$ cat config.mk
export PLATFORM = sky130hd
export DESIGN_NAME = bus_arbiter
export DESIGN_NICKNAME = d
export VERILOG_FILES = /design/src/rtl/bus_arbiter.sv
export SDC_FILE = /design/constraint.sdc
export NUM_CORES = 1
export LEC_CHECK = 0
export BUFFER_PORTS_ARGS = -buffer_cell sky130_fd_sc_hd__buf_4
export CORE_MARGIN = 5
export CORE_UTILIZATION = 55
export DETAILED_ROUTE_END_ITERATION = 12
export GPL_ROUTABILITY_DRIVEN = 1
export PLACE_DENSITY = 0.8
export SYNTH_ARGS = -nofsm -noshare
export SYNTH_HDL_FRONTEND = slang
export SYNTH_SLANG_ARGS = --single-unit
$ cat constraint.sdc
create_clock -name clk -period 2.65 [get_ports clk]
set_input_delay 0.265 -clock clk [delete_from_list [all_inputs] [get_ports clk]]
set_output_delay 0.265 -clock clk [all_outputs]
set_load 0.02 [all_outputs]
$ cat src/rtl/bus_arbiter.sv
// Bus arbiter: IDLE/SETUP/OWN ownership FSM with hold limit and timeout masking.
// Define BUS_ARB_ROUND_ROBIN_EN for round-robin search; default is fixed priority.
module bus_arbiter #(
  parameter int N_REQ    = 32,
  parameter int MAX_HOLD = 16
) (
  input  logic             clk,
  input  logic             clear,
  input  logic [N_REQ-1:0] req,
  output logic [N_REQ-1:0] gnt,
  output logic [4:0]       select,
  output logic             bus_valid,
  output logic             hold_timeout,
  output logic             idle
);

  typedef enum logic [1:0] {
    S_IDLE,
    S_SETUP,
    S_OWN
  } state_e;

  localparam logic [7:0] MAXH = 8'(MAX_HOLD);

  state_e           state_q, state_d;
  logic [N_REQ-1:0] gnt_q, gnt_d;
  logic [N_REQ-1:0] mask_q, mask_d;
  logic [4:0]       sel_q, sel_d;
  logic [7:0]       cnt_q, cnt_d;
  logic             bv_q, bv_d;
  logic             to_q, to_d;
  logic             idle_q, idle_d;

  logic [N_REQ-1:0] elig;
  logic [4:0]       win;
  logic             own_req;

`ifdef BUS_ARB_ROUND_ROBIN_EN
  logic [4:0]       ptr_q, ptr_d;
`endif

  assign elig    = req & ~mask_q;
  assign own_req = |(req & gnt_q);

  // Scan downward so the lowest search offset is the last write.
  always_comb begin : pick
    int               idx;
    logic [N_REQ-1:0] sh;
    win = '0;
    idx = 0;
    sh  = '0;
    for (int i = N_REQ - 1; i >= 0; i--) begin
`ifdef BUS_ARB_ROUND_ROBIN_EN
      idx = (int'(ptr_q) + i) % N_REQ;
`else
      idx = i;
`endif
      sh = elig >> idx;
      if (sh[0]) win = 5'(idx);
    end
  end

  always_comb begin
    state_d = state_q;
    gnt_d   = gnt_q;
    sel_d   = sel_q;
    cnt_d   = cnt_q;
    bv_d    = bv_q;
    to_d    = 1'b0;
    mask_d  = mask_q;
`ifdef BUS_ARB_ROUND_ROBIN_EN
    ptr_d   = ptr_q;
`endif
    unique case (state_q)
      S_IDLE: begin
        mask_d = '0;
        gnt_d  = '0;
        bv_d   = 1'b0;
        if (|elig) begin
          state_d = S_SETUP;
          gnt_d   = N_REQ'(1) << win;
          sel_d   = win;
`ifdef BUS_ARB_ROUND_ROBIN_EN
          ptr_d   = 5'((int'(win) + 1) % N_REQ);
`endif
        end
      end
      S_SETUP: begin
        if (own_req) begin
          state_d = S_OWN;
          cnt_d   = 8'd1;
          bv_d    = 1'b1;
        end else begin
          state_d = S_IDLE;
          gnt_d   = '0;
        end
      end
      S_OWN: begin
        if (!own_req) begin
          state_d = S_IDLE;
          gnt_d   = '0;
          bv_d    = 1'b0;
          cnt_d   = '0;
        end else if (cnt_q < MAXH) begin
          cnt_d = cnt_q + 8'd1;
        end else begin
          // Revoked owner sits out exactly the next arbitration.
          state_d = S_IDLE;
          gnt_d   = '0;
          bv_d    = 1'b0;
          cnt_d   = '0;
          to_d    = 1'b1;
          mask_d  = gnt_q;
        end
      end
      default: state_d = S_IDLE;
    endcase
    idle_d = (state_d == S_IDLE);
  end

  always_ff @(posedge clk) begin
    if (clear) begin
      state_q <= S_IDLE;
      gnt_q   <= '0;
      mask_q  <= '0;
      sel_q   <= '0;
      cnt_q   <= '0;
      bv_q    <= 1'b0;
      to_q    <= 1'b0;
      idle_q  <= 1'b1;
`ifdef BUS_ARB_ROUND_ROBIN_EN
      ptr_q   <= '0;
`endif
    end else begin
      state_q <= state_d;
      gnt_q   <= gnt_d;
      mask_q  <= mask_d;
      sel_q   <= sel_d;
      cnt_q   <= cnt_d;
      bv_q    <= bv_d;
      to_q    <= to_d;
      idle_q  <= idle_d;
`ifdef BUS_ARB_ROUND_ROBIN_EN
      ptr_q   <= ptr_d;
`endif
    end
  end

  assign gnt          = gnt_q;
  assign select       = sel_q;
  assign bus_valid    = bv_q;
  assign hold_timeout = to_q;
  assign idle         = idle_q;

endmodule

==> impl_metrics.json, run 1 <==
{
  "grt_pass1_wl_um": 19400,
  "clkTransAtPathRegs_ns": 0.09,
  "path_buf_inv": 0,
  "ys_seq_elements": 82,
  "worst_pin_slew_ns": 0.566,
  "worstPathRequired_ns": 2.96,
  "crit_path_max_incr_delay_ns": 0.54,
  "antenna_cells": 0,
  "p_total_mw": 2.69,
  "met1_usage_pct": 39.5,
  "via_count": 3676,
  "dp_hpwl_um": 9550,
  "drt_iter0_markers": 251,
  "critical_path_arrival_ns": 2.77,
  "cts-root-buf": "clkbuf_8",
  "vias_per_cell": 6.36,
  "seq_area_frac_synth_pct": 44.2,
  "multiInputGateArea_um2": 2000,
  "cts_tree": "built",
  "ys_warn_count": 0,
  "cts_num_sinks": 82,
  "synth_xor_xnor_area_share_pct": 0,
  "boundaryPins": 74,
  "antenna_found_initial": 0,
  "slew_viol_final": 0,
  "critical-path-top-delay-family": "simple AND/OR/NAND/NOR gates",
  "grt_pass1_vias": 3642,
  "synthSimpleGateAreaFrac_pct": 22.6,
  "fin_nets": 532,
  "peakVddDrop_mv": 0.407,
  "syn_avg_cell_area_um2": 9.53,
  "core_um2": 6680,
  "die_h_um": 92.2,
  "dieWidth_um": 92.2,
  "critPathMaxFanout": 4,
  "synth_top_family_by_area": "compound AO/OA/AOI/OAI gates",
  "fmax_ghz": 0.406,
  "synth_edf_count": 0,
  "finalWeightedCongestion": 0.975,
  "drc_errors": 0,
  "synth_compound_area_share_pct": 28.9,
  "hp-class": "in2reg",
  "skew_ns": 0.0115,
  "relSlewSlack_pct": 62.2,
  "p_leak_nw": 2.03,
  "status": "completed",
  "placed_area_um2": 4560,
  "drv_cap": 0,
  "p_per_area_nw_per_um2": 559,
  "synthesis.area_um2": 3720,
  "cp-end-kind": "flip-flop",
  "rsz0062_at_grt": "false",
  "dr.pass1.iters": 6,
  "synthArstFlopShare_pct": 0,
  "use_met2_pct": 45.6,
  "initial_core_util_pct": 55.6,
  "drt-total-wl_um": 12500,
  "synthCells": 390,
  "die_area_um2": 8500,
  "grt_max_degree": 27,
  "gr-max-usage-layer": "met2",
  "drive_gt1_share_pct": 28.3,
  "io_buffers": 73,
  "synthMuxAreaShare_pct": 0.539,
  "clockBufferDepth": 2,
  "slowest_stage": "or4b_1",
  "path_cells": "a22oi_1 > nand4_1 > nor4_4 > a21oi_2 > or4b_1 > nor3_2 > a22o_1",
  "final.setup.tns_ns": 0,
  "finalHoldViolations": 0,
  "crit_type": "reg2reg",
  "regArea_um2": 1640,
  "cts_buffers": 9,
  "yosys.area_share.adder_pct": 1.68,
  "num_rows": 30,
  "finalCritPeriodShare_pct": 92.9,
  "cp-start-kind": "flip-flop",
  "synthDistinctLibCells": 55,
  "gr-usage-met3_pct": 6.89,
  "track_usage_pct": 29.9,
  "routedWlPerCell_um": 21.6,
  "area_delta_synth_final_pct": 29.2,
  "post-route-min-period_ns": 2.46,
  "setup-violations-final": 0,
  "synth_nets": 429,
  "fillers": 512,
  "final_area_um2": 4800,
  "grt.overflow.total": 0,
  "synth_ff_type": "dfxtp_1",
  "insertion_delay_ns": 0.36,
  "detail-route-antenna-nets": 0,
  "htreeDepth": 3
}
[Yosys cell counts (all sizes together), types with 4 or more instances]
master / count / share of area [%]
dfxtp: 82 / 44
a22o: 61 / 14
nor2: 32 / 3.2
nor2b: 24 / 4.0
nand2: 19 / 1.9
a21oi: 18 / 2.6
a22oi: 16 / 3.6
nand2b: 14 / 2.4
o21ai: 14 / 1.9
clkbuf: 12 / 1.2
nand4: 10 / 1.9
nor3: 10 / 2.1
inv: 8 / 0.81
nor4: 7 / 1.9
and2: 5 / 0.84
ha: 5 / 1.7
o2111ai: 4 / 0.94
o21a: 4 / 0.81
[through the flow]
step / setup slack (ns) / hold WS [ns] / instances / util (%)
global route: 0.0347 / 0.161 / 578 / 71.9
detailed placement: 0.140 / 0.450 / 562 / 68.2
finish: 0.188 / 0.163 / 578 / 71.9
CTS: 0.167 / 0.154 / 578 / 71.8
global placement: 0.181 / 0.444 / 562 / 68.2
floorplan: 0.445 / 0.350 / 390 / -
[final cells by class]
| cell class | count | share of cell area, % |
|---|---|---|
| Timing Repair Buffer | 105 | 16.4 |
| Multi-Input combinational cell | 287 | 41.7 |
| Inverter | 8 | 0.625 |
| Tap cell | 80 | 2.08 |
| Sequential cell | 82 | 34.2 |
| Clock buffer | 10 | 2.66 |
| Clock inverter | 6 | 2.37 |
[timing repair]
action                     4_1_cts  5_1_grt
hold buffers                     0        0
buffers inserted                 0        0
resized for setup                0        1
setup endpoints to repair        0        1
[metal layers]
| layer | wire [µm] | part of all wire, % | vias up |
|---|---|---|---|
| met5 | 0 | 0 | - |
| met3 | 1040 | 8.3 | 35 |
| met1 | 5370 | 43 | 1755 |
| met4 | 463 | 3.7 | 0 |
| li1 | - | - | 1701 |
| met2 | 5630 | 45 | 185 |
[cell usage in the layout (no fill, tap or decap), types with 6 or more instances in the layout]
master,instances
nor3_1,6
clkbuf_8,9
a21oi_1,16
nand2b_1,14
inv_1,8
nor2b_1,24
nand2_1,19
a22o_1,61
a22oi_1,13
nor2_1,31
dfxtp_1,82
nand4_1,9
buf_4,105
o21ai_0,12
[report_power, final]
part | internal, mW | total [mW] | switching [mW]
Clock | 0.629 | 1.10 | 0.469
Sequential | 1.25 | 1.26 | 0.0137
Combinational | 0.129 | 0.327 | 0.198
Total | 2.01 | 2.69 | 0.681
[logic make-up (layout without fill, tap and decap cells)]
family	Yosys count	count (layout)
AOI/OAI and AO/OA	137	137
adders and majority gates	5	5
buffers and inverters	21	129
DFF	82	82
muxes	2	2
and+or+nand+nor	143	143
[state kept, by name, indices dropped and copies added (netlist names)]
register / cells
gnt: 32
mask_q: 32
cnt_q: 8
select: 5
state_q: 2
bus_valid: 1
hold_timeout: 1
idle: 1
[path summary, 6_finish.rpt]
path,start,to,slack [ns],cells after the start
worst max register to register,gnt[18]$_SDFFE_PP0P_,gnt[16]$_SDFFE_PP0P_,0.19,7
worst min register to register,cnt_q[4]$_SDFFE_PP0P_,cnt_q[4]$_SDFFE_PP0P_,0.46,2
worst max-delay path,gnt[18]$_SDFFE_PP0P_,gnt[16]$_SDFFE_PP0P_,0.19,7
worst min-delay path,clear,cnt_q[4]$_SDFFE_PP0P_,0.16,2
(Power assumes the default switching activity.)
==> inputs of run 2 (changes only) <==
- CTS_BUF_LIST: not set -> sky130_fd_sc_hd__clkbuf_2 sky130_fd_sc_hd__clkbuf_4 sky130_fd_sc_hd__clkbuf_8
==> impl_metrics.json, run 2 (synthesis gave the netlist of run 1 again) <==
{
  "fin_nets": 532,
  "finalWeightedCongestion": 0.975,
  "slew_viol_final": 0,
  "grt_max_degree": 27,
  "fillers": 510,
  "drt-total-wl_um": 12500,
  "cts_resized": 0,
  "worstPathRequired_ns": 2.96,
  "grt_pass1_vias": 3644,
  "cts-root-buf": "clkbuf_8",
  "fmax_ghz": 0.397,
  "cp-start-kind": "flip-flop",
  "antenna_found_initial": 0,
  "layout_commonest_cell": "buf_4",
  "post-route-min-period_ns": 2.52,
  "grt_pass1_wl_um": 19400,
  "drv_cap": 0,
  "dr.pass1.iters": 5,
  "switchingPower_mw": 0.682,
  "boundaryPins": 74,
  "ff2ff_path_depth": 7,
  "crit_end": "gnt[25]$_SDFFE_PP0P_",
  "swShare_pct": 25.3,
  "finalHoldViolations": 0,
  "relSlewSlack_pct": 62.0,
  "finalCritPeriodShare_pct": 95.0,
  "dp_cells": 562,
  "clockBufferDepth": 2,
  "vias_per_cell": 6.41,
  "post-cts-setup-buffers": 0,
  "hp-class": "in2reg",
  "drc_errors": 0,
  "routedWlPerCell_um": 21.7,
  "detail-route-antenna-nets": 0,
  "status": "completed",
  "power.share.clock_pct": 41.1,
  "io_buffers": 73,
  "stdcell_count": 578,
  "die_area_um2": 8500,
  "cts_hold_buf": 0,
  "antenna_cells": 0,
  "r2r_slack_ns": 0.13,
  "track_usage_pct": 29.9,
  "setup-violations-final": 0,
  "critPathMaxFanout": 4,
  "initial_core_util_pct": 55.6,
  "rsz0062_at_grt": "false",
  "grt.overflow.total": 0,
  "final_cell_mix": "buf_4, dfxtp_1, a22o_1",
  "die_h_um": 92.2,
  "cts_tree": "built",
  "clkTransAtPathRegs_ns": 0.09,
  "num_rows": 30,
  "skew_ns": 0.0116,
  "dieWidth_um": 92.2,
  "drive_gt1_share_pct": 28.5,
  "p_per_area_nw_per_um2": 561,
  "cts_buffers": 9,
  "cts_num_sinks": 82,
  "cp-end-kind": "flip-flop",
  "via_count": 3707,
  "crit_type": "reg2reg",
  "crit_path_start": "gnt[1]$_SDFFE_PP0P_",
  "critical_path_arrival_ns": 2.82,
  "peakVddDrop_mv": 0.407,
  "combPwrFrac_pct": 12.2,
  "final.setup.tns_ns": 0,
  "p_leak_nw": 2.03,
  "core_um2": 6680,
  "area_delta_synth_final_pct": 29.4,
  "htreeDepth": 3,
  "insertion_delay_ns": 0.36,
  "dp_hpwl_um": 9550,
  "worst_pin_slew_ns": 0.569,
  "p_seq_share_pct": 46.7,
  "worstReg2RegStart": "gnt[1]$_SDFFE_PP0P_",
  "drt_iter0_markers": 247,
  "utilization_pct": 72.0,
  "p_int_mw": 2.02,
  "rr_endpoint": "gnt[25]$_SDFFE_PP0P_"
}
==> run 2: cell counts in the layout (fill, tap and decap cells not counted) <==
No cell type changed its count.
==> run 2: layout make-up <==
class	count	area (µm²)	share of cell area, %
multi-input combinational	287	2000	41.7
timing repair buffer	105	788	16.4
tap	80	100	2.08
sequential	82	1640	34.1
clock inverter	6	114	2.37
clock buffer	10	131	2.73
inverter	8	30.0	0.625
==> run 2: worst min-delay path by stage <==
stage,cells after the start,endpoint,from
finish,2,cnt_q[4]$_SDFFE_PP0P_,clear
global route,2,cnt_q[4]$_SDFFE_PP0P_,clear
CTS,2,cnt_q[4]$_SDFFE_PP0P_,clear
detailed placement,1,mask_q[25]$_SDFFE_PP0P_,mask_q[25]$_SDFFE_PP0P_
global placement,2,cnt_q[4]$_SDFFE_PP0P_,cnt_q[4]$_SDFFE_PP0P_
floorplan,1,state_q[0]$_SDFF_PP0_,clear
==> run 2: per-stage QoR <==
stage | power [mW] | setup slack [ns] | cell area [µm²] | hold WS (ns)
2_1_floorplan | 1.46 | 0.445 | 3720 | 0.350
3_3_place_gp | 1.60 | 0.181 | 4560 | 0.444
3_5_place_dp | 1.61 | 0.140 | 4560 | 0.450
4_1_cts | 2.70 | 0.167 | 4800 | 0.154
5_1_grt | 2.78 | 0.0323 | 4810 | 0.161
6_report | 2.70 | 0.134 | 4810 | 0.166
==> run 2: power by group through the flow <==
stage	clock [mW]	sequential (mW)	combinational [mW]
finish	1.11	1.26	0.328
floorplan	0	1.30	0.158
CTS	1.12	1.26	0.320
global placement	0	1.29	0.314
detailed placement	0	1.29	0.319
global route	1.17	1.26	0.350
==> run 2: metal layers <==
| layer | vias to the layer above | GRT usage (%) | routed length, µm |
|---|---|---|---|
| met5 | - | 0 | 0 |
| met2 | 190 | 45.7 | 5660 |
| li1 | 1703 | - | - |
| met3 | 37 | 6.32 | 902 |
| met1 | 1777 | 39.8 | 5500 |
| met4 | 0 | 14.9 | 473 |
==> run 2: critical path, stage by stage, from the launching register on <==
cell and delay, ns:
dfxtp_1 0.39, a22oi_2 0.20, nand4_1 0.24, nor4_4 0.39, a21oi_2 0.09, or4b_1 0.55
nor3_2 0.40, a22o_1 0.21
==> inputs of run 3 (changes only) <==
- CORE_UTILIZATION: 55 -> 60
- PLACE_DENSITY: 0.8 -> 0.86
- clock period: 2.65 -> 3.09 ns (I/O delays scaled with it)
==> impl_metrics.json, run 3 (synthesis gave the netlist of run 1 again) <==
{
  "htreeDepth": 3,
  "cp-end-kind": "flip-flop",
  "whs_ns": 0.213,
  "skew_ns": 0.0170,
  "cts-root-buf": "clkbuf_8",
  "finalHoldViolations": 0,
  "setup-violations-final": 0,
  "cts_resized": 0,
  "layout_commonest_cell": "buf_4",
  "fmax_ghz": 0.383,
  "grt_max_degree": 33,
  "final_cell_mix": "buf_4, dfxtp_1, a22o_1",
  "io_buffers": 73,
  "p_leak_nw": 1.92,
  "cts_buffers": 9,
  "hp-class": "in2reg",
  "finalCritPeriodShare_pct": 84.5,
  "dp_hpwl_um": 8560,
  "cts_tree": "built",
  "fin_nets": 513,
  "p_total_mw": 2.19,
  "switchingPower_mw": 0.547,
  "boundaryPins": 74,
  "core_um2": 5960,
  "detail-route-antenna-nets": 0,
  "crit_type": "reg2reg",
  "status": "completed",
  "cts_hold_buf": 0,
  "worst_pin_slew_ns": 0.690,
  "swShare_pct": 24.9,
  "via_count": 3623,
  "utilization_pct": 77.8,
  "die_area_um2": 7870,
  "dr.pass1.iters": 5,
  "worstPathRequired_ns": 3.39,
  "drv_cap": 0,
  "drive_gt1_share_pct": 25.2,
  "post-cts-setup-buffers": 0,
  "rsz0062_at_grt": "false",
  "setup_slack_ns": 0.479,
  "drt-total-wl_um": 11600,
  "p_per_area_nw_per_um2": 473,
  "relSlewSlack_pct": 53.5,
  "antenna_found_initial": 0,
  "p_seq_share_pct": 49.3,
  "dieWidth_um": 88.7,
  "slew_viol_final": 0,
  "critPathMaxFanout": 4,
  "power.share.clock_pct": 38.8,
  "grt_pass1_vias": 3553,
  "combPwrFrac_pct": 11.9,
  "critical_path_arrival_ns": 2.91,
  "stdcell_count": 552,
  "initial_core_util_pct": 62.4,
  "final.setup.tns_ns": 0,
  "drc_errors": 0,
  "vias_per_cell": 6.56,
  "track_usage_pct": 30.8,
  "finalWeightedCongestion": 1.12,
  "insertion_delay_ns": 0.36,
  "fillers": 414,
  "p_int_mw": 1.65,
  "post-route-min-period_ns": 2.61,
  "routedWlPerCell_um": 21.0,
  "dp_slack_ns": 0.442,
  "grt.overflow.total": 0,
  "area_delta_synth_final_pct": 24.6,
  "clockBufferDepth": 2,
  "final_area_um2": 4630,
  "antenna_cells": 0,
  "dp_cells": 538,
  "drt_iter0_markers": 357,
  "die_h_um": 88.7,
  "placed_area_um2": 4420,
  "clkTransAtPathRegs_ns": 0.08,
  "grt_pass1_wl_um": 18300,
  "cp-start-kind": "flip-flop",
  "peakVddDrop_mv": 0.411,
  "num_rows": 28,
  "cts_num_sinks": 82
}
-- run 3: area by class of cell --
type / instances / area [µm²] / share of cell area, %
Inverter: 8 / 30.0 / 0.648
Tap cell: 75 / 93.8 / 2.03
Multi-Input combinational cell: 287 / 2000 / 43.1
Clock inverter: 3 / 65.1 / 1.40
Sequential cell: 82 / 1640 / 35.4
Clock buffer: 11 / 145 / 3.13
Timing Repair Buffer: 86 / 658 / 14.2
-- run 3: worst paths after layout --
check                                             start               endpoint  slack, ns  cells past startpoint
worst max-delay path            mask_q[28]$_SDFFE_PP0P_    gnt[4]$_SDFFE_PP0P_       0.48                      8
worst min register to register    cnt_q[4]$_SDFFE_PP0P_  cnt_q[4]$_SDFFE_PP0P_       0.47                      2
worst min-delay path                              clear  cnt_q[1]$_SDFFE_PP0P_       0.21                      2
worst max register to register  mask_q[28]$_SDFFE_PP0P_    gnt[4]$_SDFFE_PP0P_       0.48                      8
-- run 3: layer usage --
layer,GRT usage [%],vias up,wire length (µm)
met2,44.9,220,4990
met4,12.9,0,308
met1,42.8,1706,5050
met5,0,-,0
li1,-,1658,-
met3,8.29,39,1220
-- run 3: worst max-delay path, cell delays in order (launching register included) --
cell and delay, ns:
dfxtp_1 0.39, nor2b_1 0.09, a2111oi_2 0.57, a2111oi_0 0.25, buf_4 0.20, nor2_1 0.08, o21ai_1 0.14, nor3_1 0.59
a32o_1 0.25
-- run 3: power groups by stage --
stage	Clock [mW]	Combinational (mW)	Sequential, mW
after floorplan	0	0.136	1.11
final	0.851	0.261	1.08
after CTS	0.850	0.256	1.08
after global routing	0.903	0.283	1.08
after detailed placement	0	0.254	1.10
after global placement	0	0.250	1.10
